==> config.mk <==
export PLATFORM = sky130hd
export DESIGN_NAME = ht1632_frame_tx
export DESIGN_NICKNAME = d
export VERILOG_FILES = /design/src/rtl/ht1632_frame_tx.sv
export SDC_FILE = /design/constraint.sdc
export NUM_CORES = 1
export LEC_CHECK = 0
export CAP_MARGIN = 25
export CORE_MARGIN = 1.5
export CORE_UTILIZATION = 40
export CTS_CLUSTER_SIZE = 14
export DETAILED_ROUTE_END_ITERATION = 10
export GPL_ROUTABILITY_DRIVEN = 1
export PLACE_DENSITY = 0.72
export SYNTH_ARGS = -nofsm -noshare
export SYNTH_HDL_FRONTEND = slang
export SYNTH_SLANG_ARGS = --single-unit
==> constraint.sdc <==
create_clock -name clk -period 2.5 [get_ports clk]
set_clock_uncertainty 0.05 [all_clocks]
set_input_delay 0.25 -clock clk [delete_from_list [all_inputs] [get_ports clk]]
set_output_delay 0.25 -clock clk [all_outputs]
set_load 0.1 [all_outputs]
==> src/rtl/ht1632_frame_tx.sv <==
// HT1632 serial transmitter: sends three init commands after reset, then shifts out frames MSB first.
// Frame latency H*(2*FRAME_BITS+3) cycles; frame_ready only in IDLE, frame_valid elsewhere is ignored.
module ht1632_frame_tx #(
  parameter int         FRAME_BITS = 394,
  parameter int         CLK_DIV    = 50,
  parameter logic [7:0] COM_CMD    = 8'h24
) (
  input  logic                  clk,
  input  logic                  RST,
  input  logic [FRAME_BITS-1:0] frame_data,
  input  logic                  frame_valid,
  output logic                  frame_ready,
  output logic                  frame_done,
  output logic                  busy,
  output logic                  cs,
  output logic                  write,
  output logic                  data
);
  localparam int BW = $clog2(FRAME_BITS + 1);
  localparam int DW = $clog2(CLK_DIV);
  localparam logic [DW-1:0] DIV_LAST = DW'(CLK_DIV - 1);
  localparam logic [DW-1:0] DIV_CGAP = DW'(CLK_DIV - 2);

  typedef enum logic [2:0] {
    INIT, CMD_SETUP, CMD_SHIFT, CMD_GAP, IDLE, FR_SETUP, FR_SHIFT, FR_GAP
  } state_t;

  state_t                state_q, state_d;
  logic [DW-1:0]         div_q, div_d;
  logic                  ph_q, ph_d;
  logic [BW-1:0]         bcnt_q, bcnt_d;
  logic [FRAME_BITS-1:0] sh_q, sh_d;
  logic [1:0]            idx_q, idx_d;
  logic [7:0]            cmd_byte;
  logic                  hend;

  always_comb begin
    cmd_byte = COM_CMD;
    case (idx_q)
      2'd0:    cmd_byte = 8'h01;
      2'd1:    cmd_byte = 8'h03;
      default: cmd_byte = COM_CMD;
    endcase
  end

  assign hend = (div_q == DIV_LAST);

  always_ff @(posedge clk) begin
    if (!RST) begin
      state_q <= INIT;
      div_q   <= '0;
      ph_q    <= 1'b0;
      bcnt_q  <= '0;
      sh_q    <= '0;
      idx_q   <= 2'd0;
    end else begin
      state_q <= state_d;
      div_q   <= div_d;
      ph_q    <= ph_d;
      bcnt_q  <= bcnt_d;
      sh_q    <= sh_d;
      idx_q   <= idx_d;
    end
  end

  always_comb begin
    state_d     = state_q;
    div_d       = hend ? '0 : div_q + DW'(1);
    ph_d        = ph_q;
    bcnt_d      = bcnt_q;
    sh_d        = sh_q;
    idx_d       = idx_q;
    cs          = 1'b1;
    write       = 1'b1;
    data        = 1'b0;
    frame_ready = 1'b0;
    frame_done  = 1'b0;
    busy        = 1'b1;
    case (state_q)
      // INIT is a cs-high cycle, so the command gap below is one cycle short of 2H.
      INIT: begin
        sh_d    = {3'b100, cmd_byte, 1'b0, {(FRAME_BITS-12){1'b0}}};
        bcnt_d  = BW'(12);
        div_d   = '0;
        ph_d    = 1'b0;
        state_d = CMD_SETUP;
      end
      CMD_SETUP, FR_SETUP: begin
        cs   = 1'b0;
        data = sh_q[FRAME_BITS-1];
        if (hend) begin
          ph_d    = 1'b0;
          state_d = (state_q == CMD_SETUP) ? CMD_SHIFT : FR_SHIFT;
        end
      end
      CMD_SHIFT, FR_SHIFT: begin
        cs    = 1'b0;
        write = ph_q;
        data  = sh_q[FRAME_BITS-1];
        if (hend) begin
          ph_d = ~ph_q;
          // Advance only after phase B so data changes with the falling WR edge.
          if (ph_q) begin
            sh_d   = sh_q << 1;
            bcnt_d = bcnt_q - BW'(1);
            if (bcnt_q == BW'(1)) begin
              state_d = (state_q == CMD_SHIFT) ? CMD_GAP : FR_GAP;
            end
          end
        end
      end
      CMD_GAP: begin
        if (ph_q && (div_q == DIV_CGAP)) begin
          div_d   = '0;
          ph_d    = 1'b0;
          idx_d   = idx_q + 2'd1;
          state_d = (idx_q == 2'd2) ? IDLE : INIT;
        end else if (hend) begin
          ph_d = 1'b1;
        end
      end
      IDLE: begin
        busy        = 1'b0;
        frame_ready = 1'b1;
        if (frame_valid) begin
          sh_d    = frame_data;
          bcnt_d  = BW'(FRAME_BITS);
          div_d   = '0;
          ph_d    = 1'b0;
          state_d = FR_SETUP;
        end
      end
      FR_GAP: begin
        if (hend) begin
          ph_d = 1'b1;
          if (ph_q) begin
            frame_done = 1'b1;
            ph_d       = 1'b0;
            state_d    = IDLE;
          end
        end
      end
      default: state_d = INIT;
    endcase
  end
endmodule
# Yosys cells after proc, flatten, opt, wreduce, memory -nomap -nowiden
# Index checks and enable logic that the tools add are counted.
dict set report word_totals {
  reg_bits 415
  in_bits 397
  output_inout_bits 6
}
dict set report op_classes {
  n_addsub 3
  eq_ne 21
  n_mux 41
  bitwise_logic 1
  n_reduce_logical 11
}
# operator count
set op_table {}
lappend op_table {{two-way mux 394 bit} 3}
lappend op_table {{case mux 394 bit (3 select lines)} 1}
lappend op_table {{two-way mux 3 bit} 11}
lappend op_table {{two-way mux 9 bit} 3}
lappend op_table {{case mux 9 bit (3 select lines)} 1}
lappend op_table {{two-way mux 6 bit} 3}
lappend op_table {{case mux 3 bit (6 select lines)} 1}
lappend op_table {{case mux 6 bit (3 select lines)} 1}
lappend op_table {{inequality test 2 bit, second input constant} 8}
lappend op_table {{two-way mux 1 bit} 15}
lappend op_table {{equality test 3 bit, second input constant} 4}
lappend op_table {{equality test 6 bit, second input constant} 2}
lappend op_table {{case mux 6 bit (2 select lines)} 1}
lappend op_table {{equality test 9 x 1 -> 1 bit, second input constant} 1}
lappend op_table {{subtractor 9 x 1 -> 9 bit, second input constant} 1}
lappend op_table {{AND reduction 8 bit} 1}
lappend op_table {{adder 6 x 1 -> 6 bit, second input constant} 1}
lappend op_table {{equality test 3 x 2 -> 1 bit, second input constant} 2}
lappend op_table {{case mux 1 bit (6 select lines)} 1}
lappend op_table {{AND reduction 5 bit} 1}
lappend op_table {{AND reduction 4 bit} 1}
lappend op_table {{OR reduction 2 bit} 2}
lappend op_table {{OR reduction 4 bit} 1}
lappend op_table {{equality test 3 x 1 -> 1 bit, second input constant} 1}
lappend op_table {{10 further kinds} 10}

# Depth between registers and ports, before layout
# Gate-level depths: netlist of the first run.
dict set report logic_depth {
  word_depth 6
  ltp_mapped 12
  ltp_nobuf 8
}

# Least setup slack after synthesis of the first run
# No wires, ideal clock.
dict set report synth_path {
  kind {register -> register}
  startpoint {reg state_q[0]}
  endpoint {reg bcnt_q[2]}
  setup_ns 0.122
  t_arrival_ns 2.686
  t_required_ns 2.328
  slack_ns -0.358
  path_stages_with_launch 11
  path_buffers 3
  path_cell_list {dfxtp_1 -> inv_1 -> ha_1 -> nand2_1 -> inv_2 -> buf_2 -> buf_2 -> buf_2 -> mux2i_1 -> nand3_1 -> o21ai_0}
}
dict set report synth_via {
  elab_chain_cells 4
  elab_cells_between_ends 11
  classes_between {6 x eq/ne; 1 x mux; 4 x reduce/logical}
}
# item line_no
set synth_rtl {}
lappend synth_rtl {{start: declaration} 28} ;# state_t state_q, state_d;
lappend synth_rtl {{start signal: assignment} 57} ;# state_q <= state_d;
lappend synth_rtl {{equality test 3 x 2 -> 1 bit or equality test 3 bit (tied branches)} 79} ;# case (state_q)
lappend synth_rtl {{OR reduction 2 bit} 79}
lappend synth_rtl {{inequality test 2 bit (no source line) or nonzero test 3 bit (tied branches)} -}
lappend synth_rtl {{AND reduction 4 bit (no source line)} -}
lappend synth_rtl {{end signal: assignment} 60} ;# bcnt_q <= bcnt_d;
lappend synth_rtl {{end: declaration} 31} ;# logic [BW-1:0] bcnt_q, bcnt_d;
# Parallel ways exist; a longest one is shown, timed or not.
# A chain may end at the register's enable or synchronous reset.

# Worst setup path in the final report of the first run
dict set report layout_path {
  startpoint {reg state_q[0]}
  endpoint {out frame_ready}
}
dict set report layout_via {
  elab_chain_cells 2
}
# item line_no
set layout_rtl {}
lappend layout_rtl {{equality test 3 bit} 79}
lappend layout_rtl {{two-way mux 1 bit} 79}
lappend layout_rtl {{end: declaration} 12} ;# output logic frame_ready,
# No other way between the ends.

==> impl_metrics.env, run 1 <==
export IMPL_die_w_microns=221.7
export IMPL_viasPerCell=6.018
export IMPL_wl_per_cell_microns=19.55
export IMPL_setup_viol=0
export IMPL_grt_pass1_vias=17070
export IMPL_grt_ovfl_total=0
export IMPL_p_per_area_mw_per_mm2=1287
export IMPL_slew_headroom_pct=58.67
export IMPL_die_h_microns=221.7
export IMPL_min_path_type="primary input to register"
export IMPL_setup_worst_path_end_class="output port"
export IMPL_synthCells=2039
export IMPL_place_congestion=0.8055
export IMPL_ir_drop_v=0.0009026
export IMPL_grt_max_degree=127
export IMPL_clock_sinks=415
export IMPL_drt_total_wl_microns=58160
export IMPL_p_leak_nw=9.231
export IMPL_ctsHoldBuffers=0
export IMPL_synth_area_leaders="dfxtp_1 43%, a221oi_1 13%, a221oi_2 7.8%"
export IMPL_fillCellCount=4106
export IMPL_fin_ws_ps=128.3
export IMPL_pin_count=403
export IMPL_grt_first_pass_wirelength_microns=91370
export IMPL_drt_iter0_markers=1335
export IMPL_worst_setup_path_type="register to output port"
export IMPL_cts_buffers=47
export IMPL_worst_ep_required_time_ps=2200
export IMPL_clock_path_buffers=3
export IMPL_yosysWarnings=0
export IMPL_antenna_found_initial=19
export IMPL_core_sq_mm=0.04685
export IMPL_syn_num_nets=2450
export IMPL_cts_root_buf="clkbuf_16"
export IMPL_cts_reportedPaths_clkPinSlew_ps=60
export IMPL_crit_slowest_cell="dfxtp_1"
export IMPL_crit_buf_inv=4
export IMPL_grtUsageTotal_pct=22.36
export IMPL_drt_pass1_iterations=7
export IMPL_yosysSeqAreaShare_pct=43.44
export IMPL_drc=0
export IMPL_tns_ps=0
export IMPL_h_tree_depth=2
export IMPL_dr_total_vias=17900
export IMPL_worstMarginPinSlew_ps=619.9
export IMPL_cp_arrival_ps=2070
export IMPL_preCtsSetupSlack_ps=120.6
export IMPL_synth_edff_count=0
export IMPL_drv_slew=0
export IMPL_grt_setup_unrepaired="false"
export IMPL_dp_hpwl_microns=36630
export IMPL_nets=2727
export IMPL_synth_area_sq_mm=0.01913
export IMPL_slowest_delay_ps=350
export IMPL_mostFrequentLayoutCell="dfxtp_1"
export IMPL_clk_latency_ps=580
export IMPL_synth_top_cell_by_area="dfxtp_1"
export IMPL_post_route_period_util_pct=94.87
export IMPL_cp_start_kind="register"
export IMPL_die_area_sq_mm=0.04914
export IMPL_synthDistinctLibCells=50
export IMPL_path_delay_family="buffers and inverters"
export IMPL_cap_viol_max_count=0
export IMPL_crit_chain="inv_1, ha_2, nand2_4, inv_12, buf_16, buf_12"
export IMPL_async_reset_ff_share_pct=0
export IMPL_rows=79
export IMPL_period_needed_ps=2372
export IMPL_ant_nets=0
export IMPL_area_growth_pct=34.19
export IMPL_crit_path_max_fanout=30
export IMPL_status="finished, final reports clean"
export IMPL_syn_avg_cell_area_sq_um=9.381
export IMPL_start_util_pct=40.82
export IMPL_cts_tree="built"
export IMPL_layout_common_cells="415 x dfxtp_1, 395 x clkdlybuf4s50_1, 351 x nor2_1"
export IMPL_numPortBuffers=402
export IMPL_fmax_ghz=0.4216
export IMPL_final_hold_viol_count=0
export IMPL_ys_ff_latch=415
export IMPL_drive_gt1_share_pct=15.72
export IMPL_synthFlopType="dfxtp_1"
export IMPL_synth_top_area_share_pct=43.44
## cell families (layout without fill, tap and decap cells)
kind of cell	after synthesis	count (layout)	synth area share (%)
compound gates	548	548	26.52
fa+ha+maj	14	14	0.9158
simple gates	791	791	22.46
buf+inv	258	573	6.031
flops	415	415	43.44
xor+xnor	8	8	0.3663
other cells	0	13	0
mux	5	5	0.2682
## through the flow
stage | cell area [sq um] | hold slack (ps) | power (mW) | util [%] | cells
after CTS | 25570 | 211.8 | 33.17 | 54.58 | 2959
after global routing | 25660 | 225.1 | 35.47 | 54.77 | 2971
after global placement | 23860 | 390.7 | 25.14 | 50.92 | 2867
after floorplan | 19130 | 351.9 | 21.98 | - | 2039
after detailed placement | 23860 | 409.1 | 25.79 | 50.92 | 2867
final | 25670 | 245.1 | 33.04 | 54.78 | 2974
## worst paths after layout
check	start	slack (ps)	to	depth (start not counted)
max	state_q[0]$_SDFFE_PN0P_	130	frame_ready	6
min	frame_data[0]	250	sh_q[0]$_SDFFE_PN0P_	3
max reg2reg	state_q[0]$_SDFFE_PN0P_	150	sh_q[2]$_SDFFE_PN0P_	8
min reg2reg	sh_q[0]$_SDFFE_PN0P_	430	sh_q[0]$_SDFFE_PN0P_	2
## final cells by class
type	count	area [sq um]	area share, %
multi-input combinational	1366	9724	37.89
sequential	415	8308	32.37
timing repair buffer	471	5135	20.01
clock buffer	66	1359	5.294
tap	607	759.5	2.959
clock inverter	21	267.8	1.043
inverter	14	72.57	0.2827
antenna	13	32.53	0.1267
timing repair inverter	1	8.758	0.03412
## tightest hold or removal path: stages
cell and delay (ps):
clkdlybuf4s50_1 410, nand3_1 70, a21oi_1 70
## layer usage
metal | wire length (microns) | vias up | global-route usage (%)
met5 | 95 | - | 0
met4 | 1908 | 16 | 9.965
met3 | 4005 | 130 | 5.698
met2 | 28120 | 584 | 36.34
met1 | 24030 | 8708 | 27.92
li1 | - | 8461 | -
## synthesized netlist by cell type, types with 12 or more instances
cell type,instances
dfxtp_1,415
nor2_1,353
a221oi_1,291
nor3_1,234
clkbuf_1,139
a221oi_2,100
nor3_2,100
buf_2,75
a21oi_1,69
a22oi_1,63
and4_1,62
buf_1,16
ha_1,14
nand2_1,13
inv_1,12
## registers in the layout (all words and copies together) (netlist names)
| register | cells |
|---|---|
| bcnt_q | 9 |
| ph_q | 1 |
| div_q | 6 |
| sh_q | 394 |
| idx_q | 2 |
| state_q | 3 |
## what timing repair did
| item | in CTS | in global routing |
|---|---|---|
| gates cloned | 2 | 2 |
| setup endpoints to repair | 2 | 11 |
| gates resized for setup | 4 | 2 |
| buffers inserted | 3 | 0 |
## report_power, final
part	switching (mW)	internal [mW]
Sequential	1.33	8.92
Clock	2.88	4.33
Combinational	9.16	6.43
Total	13.4	19.7
No activity file was read; power rests on OpenSTA's default activity.
==> run 2: changes to the inputs <==
--- a/config.mk
+++ b/config.mk
@@ -8,7 +8,7 @@
 export CAP_MARGIN = 25
 export CORE_MARGIN = 1.5
 export CORE_UTILIZATION = 40
-export CTS_CLUSTER_SIZE = 14
+export CTS_CLUSTER_SIZE = 24
 export DETAILED_ROUTE_END_ITERATION = 10
 export GPL_ROUTABILITY_DRIVEN = 1
 export PLACE_DENSITY = 0.72
==> results of run 2 <==
Final layout, timing and power as in run 1 (identical DEF).
==> run 3: changes to the inputs <==
--- a/config.mk
+++ b/config.mk
@@ -7,11 +7,12 @@
 export LEC_CHECK = 0
 export CAP_MARGIN = 25
 export CORE_MARGIN = 1.5
-export CORE_UTILIZATION = 40
+export CORE_UTILIZATION = 52
 export CTS_CLUSTER_SIZE = 24
 export DETAILED_ROUTE_END_ITERATION = 10
 export GPL_ROUTABILITY_DRIVEN = 1
-export PLACE_DENSITY = 0.72
+export PLACE_DENSITY = 0.88
 export SYNTH_ARGS = -nofsm -noshare
 export SYNTH_HDL_FRONTEND = slang
 export SYNTH_SLANG_ARGS = --single-unit
+export TNS_END_PERCENT = 5
==> run 3 against run 2 <==
Net effect:
- routed wire length is 1.0% lower
- sequential power about the same
- worst setup slack got worse by 7.6 ps
- flip-flop and latch count did not move
- hold slack got worse by 31 ps
- final area shrank 2.2%
- non-clock buffer count shrank 12
- critical endpoint unchanged
- largest cell class unchanged
==> impl_metrics.env, run 3 (same netlist as run 1, synthesis figures left out) <==
export IMPL_core_sq_mm=0.03643
export IMPL_use_met3_pct=5.865
export IMPL_busiest_layer="met2"
export IMPL_post_route_period_util_pct=95.17
export IMPL_p_leak_nw=9.071
export IMPL_antenna_found_initial=14
export IMPL_cts_buffers=44
export IMPL_min_path_type="primary input to register"
export IMPL_die_h_microns=194.8
export IMPL_period_needed_ps=2379
export IMPL_worst_ep_required_time_ps=2200
export IMPL_die_area_sq_mm=0.03794
export IMPL_drc=0
export IMPL_worstMarginPinSlew_ps=917.5
export IMPL_seq_area_sq_mm=0.008309
export IMPL_final_hold_viol_count=0
export IMPL_fillCellCount=2649
export IMPL_largest_register_ffs=394
export IMPL_cap_viol_max_count=0
export IMPL_dr_total_vias=18260
export IMPL_rows=70
export IMPL_clock_sinks=415
export IMPL_holdWs_ps=213.9
export IMPL_worst_setup_path_type="register to output port"
export IMPL_slew_headroom_pct=38.83
export IMPL_status="finished, final reports clean"
export IMPL_drt_iter0_markers=1489
export IMPL_regMostFlops="sh_q"
export IMPL_place_congestion=0.8074
export IMPL_crit_path_max_fanout=29
export IMPL_grt_first_pass_wirelength_microns=90690
export IMPL_grt_ovfl_total=0
export IMPL_nets=2711
export IMPL_start_util_pct=52.50
export IMPL_clk_latency_ps=570
export IMPL_ctsHoldBuffers=0
export IMPL_ir_drop_v=0.001056
export IMPL_drt_total_wl_microns=57580
export IMPL_numPortBuffers=402
export IMPL_drv_slew=0
export IMPL_grtUsageTotal_pct=28.85
export IMPL_grt_pass1_vias=17760
export IMPL_pin_count=403
export IMPL_area_growth_pct=31.27
export IMPL_die_w_microns=194.8
export IMPL_wl_per_cell_microns=20.46
export IMPL_tns_ps=0
export IMPL_viasPerCell=6.488
export IMPL_grt_setup_unrepaired="false"
export IMPL_reg_top3="sh_q x394, bcnt_q x9, div_q x6"
export IMPL_cts_tree="built"
export IMPL_drive_gt1_share_pct=14.82
export IMPL_mostFrequentLayoutCell="dfxtp_1"
export IMPL_setup_worst_path_end_class="output port"
export IMPL_cts_reportedPaths_clkPinSlew_ps=60
export IMPL_dp_hpwl_microns=35780
export IMPL_multiInputGateArea_sq_mm=0.009713
export IMPL_fmax_ghz=0.4203
export IMPL_cts_root_buf="clkbuf_16"
export IMPL_met1_usage_pct=35.54
export IMPL_grtUsageMet2_pct=46.65
export IMPL_layout_common_cells="414 x dfxtp_1, 395 x clkdlybuf4s50_1, 351 x nor2_1"
export IMPL_p_per_area_mw_per_mm2=1304
export IMPL_cp_arrival_ps=2080
export IMPL_cp_start_kind="register"
export IMPL_ant_nets=0
export IMPL_clock_path_buffers=3
export IMPL_grt_max_degree=107
export IMPL_h_tree_depth=2
export IMPL_drt_pass1_iterations=6
export IMPL_setup_viol=0
[run 3: timing repair]
action | CTS | global route
resized for setup | 1 | 5
gates cloned | 1 | 1
endpoints found under the setup margin | 1 | 38
buffers inserted | 0 | 0
[run 3: worst paths after layout]
kind | to | cells after the start | slack [ps] | start
worst min-delay path | sh_q[0]$_SDFFE_PN0P_ | 3 | 210 | frame_data[0]
worst min register to register | sh_q[0]$_SDFFE_PN0P_ | 2 | 400 | sh_q[0]$_SDFFE_PN0P_
worst max register to register | sh_q[263]$_SDFFE_PN0P_ | 6 | 170 | state_q[0]$_SDFFE_PN0P_
worst max-delay path | frame_ready | 6 | 120 | state_q[1]$_SDFFE_PN0P_
[run 3: power breakdown]
| group | internal (mW) | switching (mW) | total, mW |
|---|---|---|---|
| logic | 6.34 | 9.42 | 15.8 |
| clock network | 3.97 | 2.71 | 6.67 |
| registers | 8.92 | 1.40 | 10.3 |
[run 3: metal layers]
| metal | wire [microns] | part of all wire, % |
|---|---|---|
| met1 | 22710 | 39 |
| met2 | 27410 | 48 |
| met3 | 4333 | 7.5 |
| met4 | 3078 | 5.3 |
| met5 | 41 | 0.071 |
[run 3: cell type report]
| cell class | instances | share of cell area (%) |
|---|---|---|
| well taps | 468 | 2.332 |
| clock buffers | 66 | 5.118 |
| clock inverters | 14 | 0.7226 |
| flip-flops and latches | 415 | 33.09 |
| inverters | 14 | 0.2890 |
| repair buffers | 459 | 19.64 |
| multi-input cells | 1366 | 38.69 |
| diodes | 12 | 0.1196 |
[run 3: through the flow]
stage / cells / power (mW) / area (sq um) / setup slack (ps) / utilization, %
3_3_place_gp: 2720 / 24.92 / 23520 / 236.8 / 64.56
2_1_floorplan: 2039 / 21.98 / 19130 / 91.29 / -
4_1_cts: 2801 / 32.70 / 25030 / 22.27 / 68.70
5_1_grt: 2814 / 35.00 / 25110 / 7.318 / 68.91
3_5_place_dp: 2720 / 25.83 / 23520 / 65.21 / 64.56
6_report: 2814 / 32.75 / 25110 / 120.6 / 68.91
[run 3: worst max-delay path, cell delays in order (launching register included)]
cell and delay [ps]:
dfxtp_1 400, inv_1 120, ha_1 260, nand2_4 170
clkinv_8 140, buf_16 200, buf_12 180
==> patch: new RTL, settings of run 2 <==
Reset style: asynchronous (`RST`), changed in one clocked block.
--- a/src/rtl/ht1632_frame_tx.sv
+++ b/src/rtl/ht1632_frame_tx.sv
@@ -46,5 +46,5 @@
   assign hend = (div_q == DIV_LAST);
 
-  always_ff @(posedge clk) begin
+  always_ff @(posedge clk or negedge RST) begin
     if (!RST) begin
       state_q <= INIT;
Behaviour: differs if RST is asserted again (counterexample within 4 cycles, from zero or initial values and one cycle with RST low); with RST held inactive, the same outputs for 10 cycles.
==> patch against run 2 <==
Sequential share of layout area increased by 9.3 points; critical endpoint is now sh_q[385]$_DFFE_PN0P_; global-route usage decreased by 0.69 points; cell area decreased by 2.9%; count of clock-buffer cells in the layout increased by 4; routed wire length decreased by 9.6%; worst setup slack improved by 8.0 ps; largest cell class is now sequential cells; critical path type is now reg -> reg; sequential cell count unchanged; fmax increased by 0.34%; synthesized area decreased by 2.8%.
Power is not compared: it rests on default switching activity, and its combinational part moved more than twofold at a synthesized area within 25%.
==> patch: results (changes against run 2) <==
| Metric | Value |
|---|---|
| PD cells | 599 nW/um^2 |
| DP Worst Slack | 21.6 ps (-99.1 ps) |
| Synthesized-area fraction occupied by adder cells | 0.942% (+0.027 points) |
| Global-route wire length before repair | 83.6 mm (-8.5%) |
| Antenna violations before repair | 3 (-16) |
| Via/cell ratio | 5.68 (-5.5%) |
| Post-synthesis mux area share | 0.175% (-0.093 points) |
| Reg2Reg Depth | 6 (-2) |
| Seq/Total Area, Yosys | 55.9% (+12 points) |
| Layout cells sized above 1 | 6.87% (-8.8 points) |
| Post-cts sizing count | 0 (-4) |
| Critical path arrival | 2760 ps (+690 ps) |
| Worst hold path type | in -> async |
| Hold_ws | 169 ps (-75.6 ps) |
| Total GRT Usage | 21.7% (-0.69 points) |
| R2r endpoint | sh_q[385]$_DFFE_PN0P_ |
| Area after DPL | 23400 sq um (-1.9%) |
| Slowest Stage Delay on Critical Path | 630 ps (+280 ps) |
| Crit path max fanout | 221 (+640%) |
| Net Count, Synth | 2322 (-5.2%) |
| Xor/xnor cell area share of the yosys netlist | 0.283% (-0.084 points) |
| Comb. pwr | 1660 uW |
| End of the critical path | sh_q[385]$_DFFE_PN0P_ |
| Placed cells | 2799 (-2.4%) |
| Complex-gate fraction of the synthesized area | 19.7% (-6.8 points) |
| FFs w/ async S/R, synth | 100% (+100 points) |
| Final weighted congestion in routability-driven placement | 0.839 (+4.2%) |
| FF-to-FF Start | state_q[0]$_DFFE_PN0P_ |
| Synth cell count leaders | nor2_1 (795), dfrtp_1 (415), a221oi_1 (390) |
| Iteration-0 DRC Markers | 1462 (+9.5%) |
| Vias in the first global route | 16.3k (-4.6%) |
| Detailed Place HPWL | 34.8 mm (-5.1%) |
| Pin count of the biggest net entering global routing | 222 (+75%) |
| Final wirelength | 52.6 mm (-9.6%) |
| Total Nets Final | 2662 (-2.4%) |
| Post-CTS setup buffers | 0 (-3) |
| Tightest Pin Transition | 1020 ps (+399 ps) |
| Crit share post-route | 94.5% (-0.32 points) |
| Critical path class | reg -> reg |
| First-pass DRT Iterations | 5 (-2) |
| Routed WL per cell | 18.2 um (-6.9%) |
| CTS buffer count | 45 (-4.3%) |
| Status | finished, final reports clean |
| Top area cells in the synthesized netlist | dfrtp_1 (56%), a221oi_1 (18%), nor2_1 (16%), clkbuf_1 (1.8%), buf_2 (1.7%) |
==> patch: cell count changes after synthesis, moves of 100 or more <==
cell | run 2 | this run
nor2_1 | 353 | 795
dfrtp_1 | 0 | 415
dfxtp_1 | 415 | 0
nor3_1 | 234 | 3
a221oi_2 | 100 | 0
nor3_2 | 100 | 0
==> patch: layout make-up <==
type | count | area, sq um
Multi-Input combinational cell | 1304 | 7280
Sequential cell | 415 | 10400
Antenna cell | 3 | 7.51
Tap cell | 600 | 751
Clock buffer | 70 | 1350
Timing Repair Buffer | 472 | 4990
Inverter | 13 | 61.3
Clock inverter | 11 | 83.8
Fill cell | 3947 | 20700
==> patch: per-layer routing <==
metal  wire length (um)  vias to the layer above  GRT usage (%)
met5                  0                        -              0
met4               1730                        0           8.00
met3               3420                      105           4.48
met2              25300                      598           34.5
met1              22200                     8136           29.1
li1                   -                     7579              -
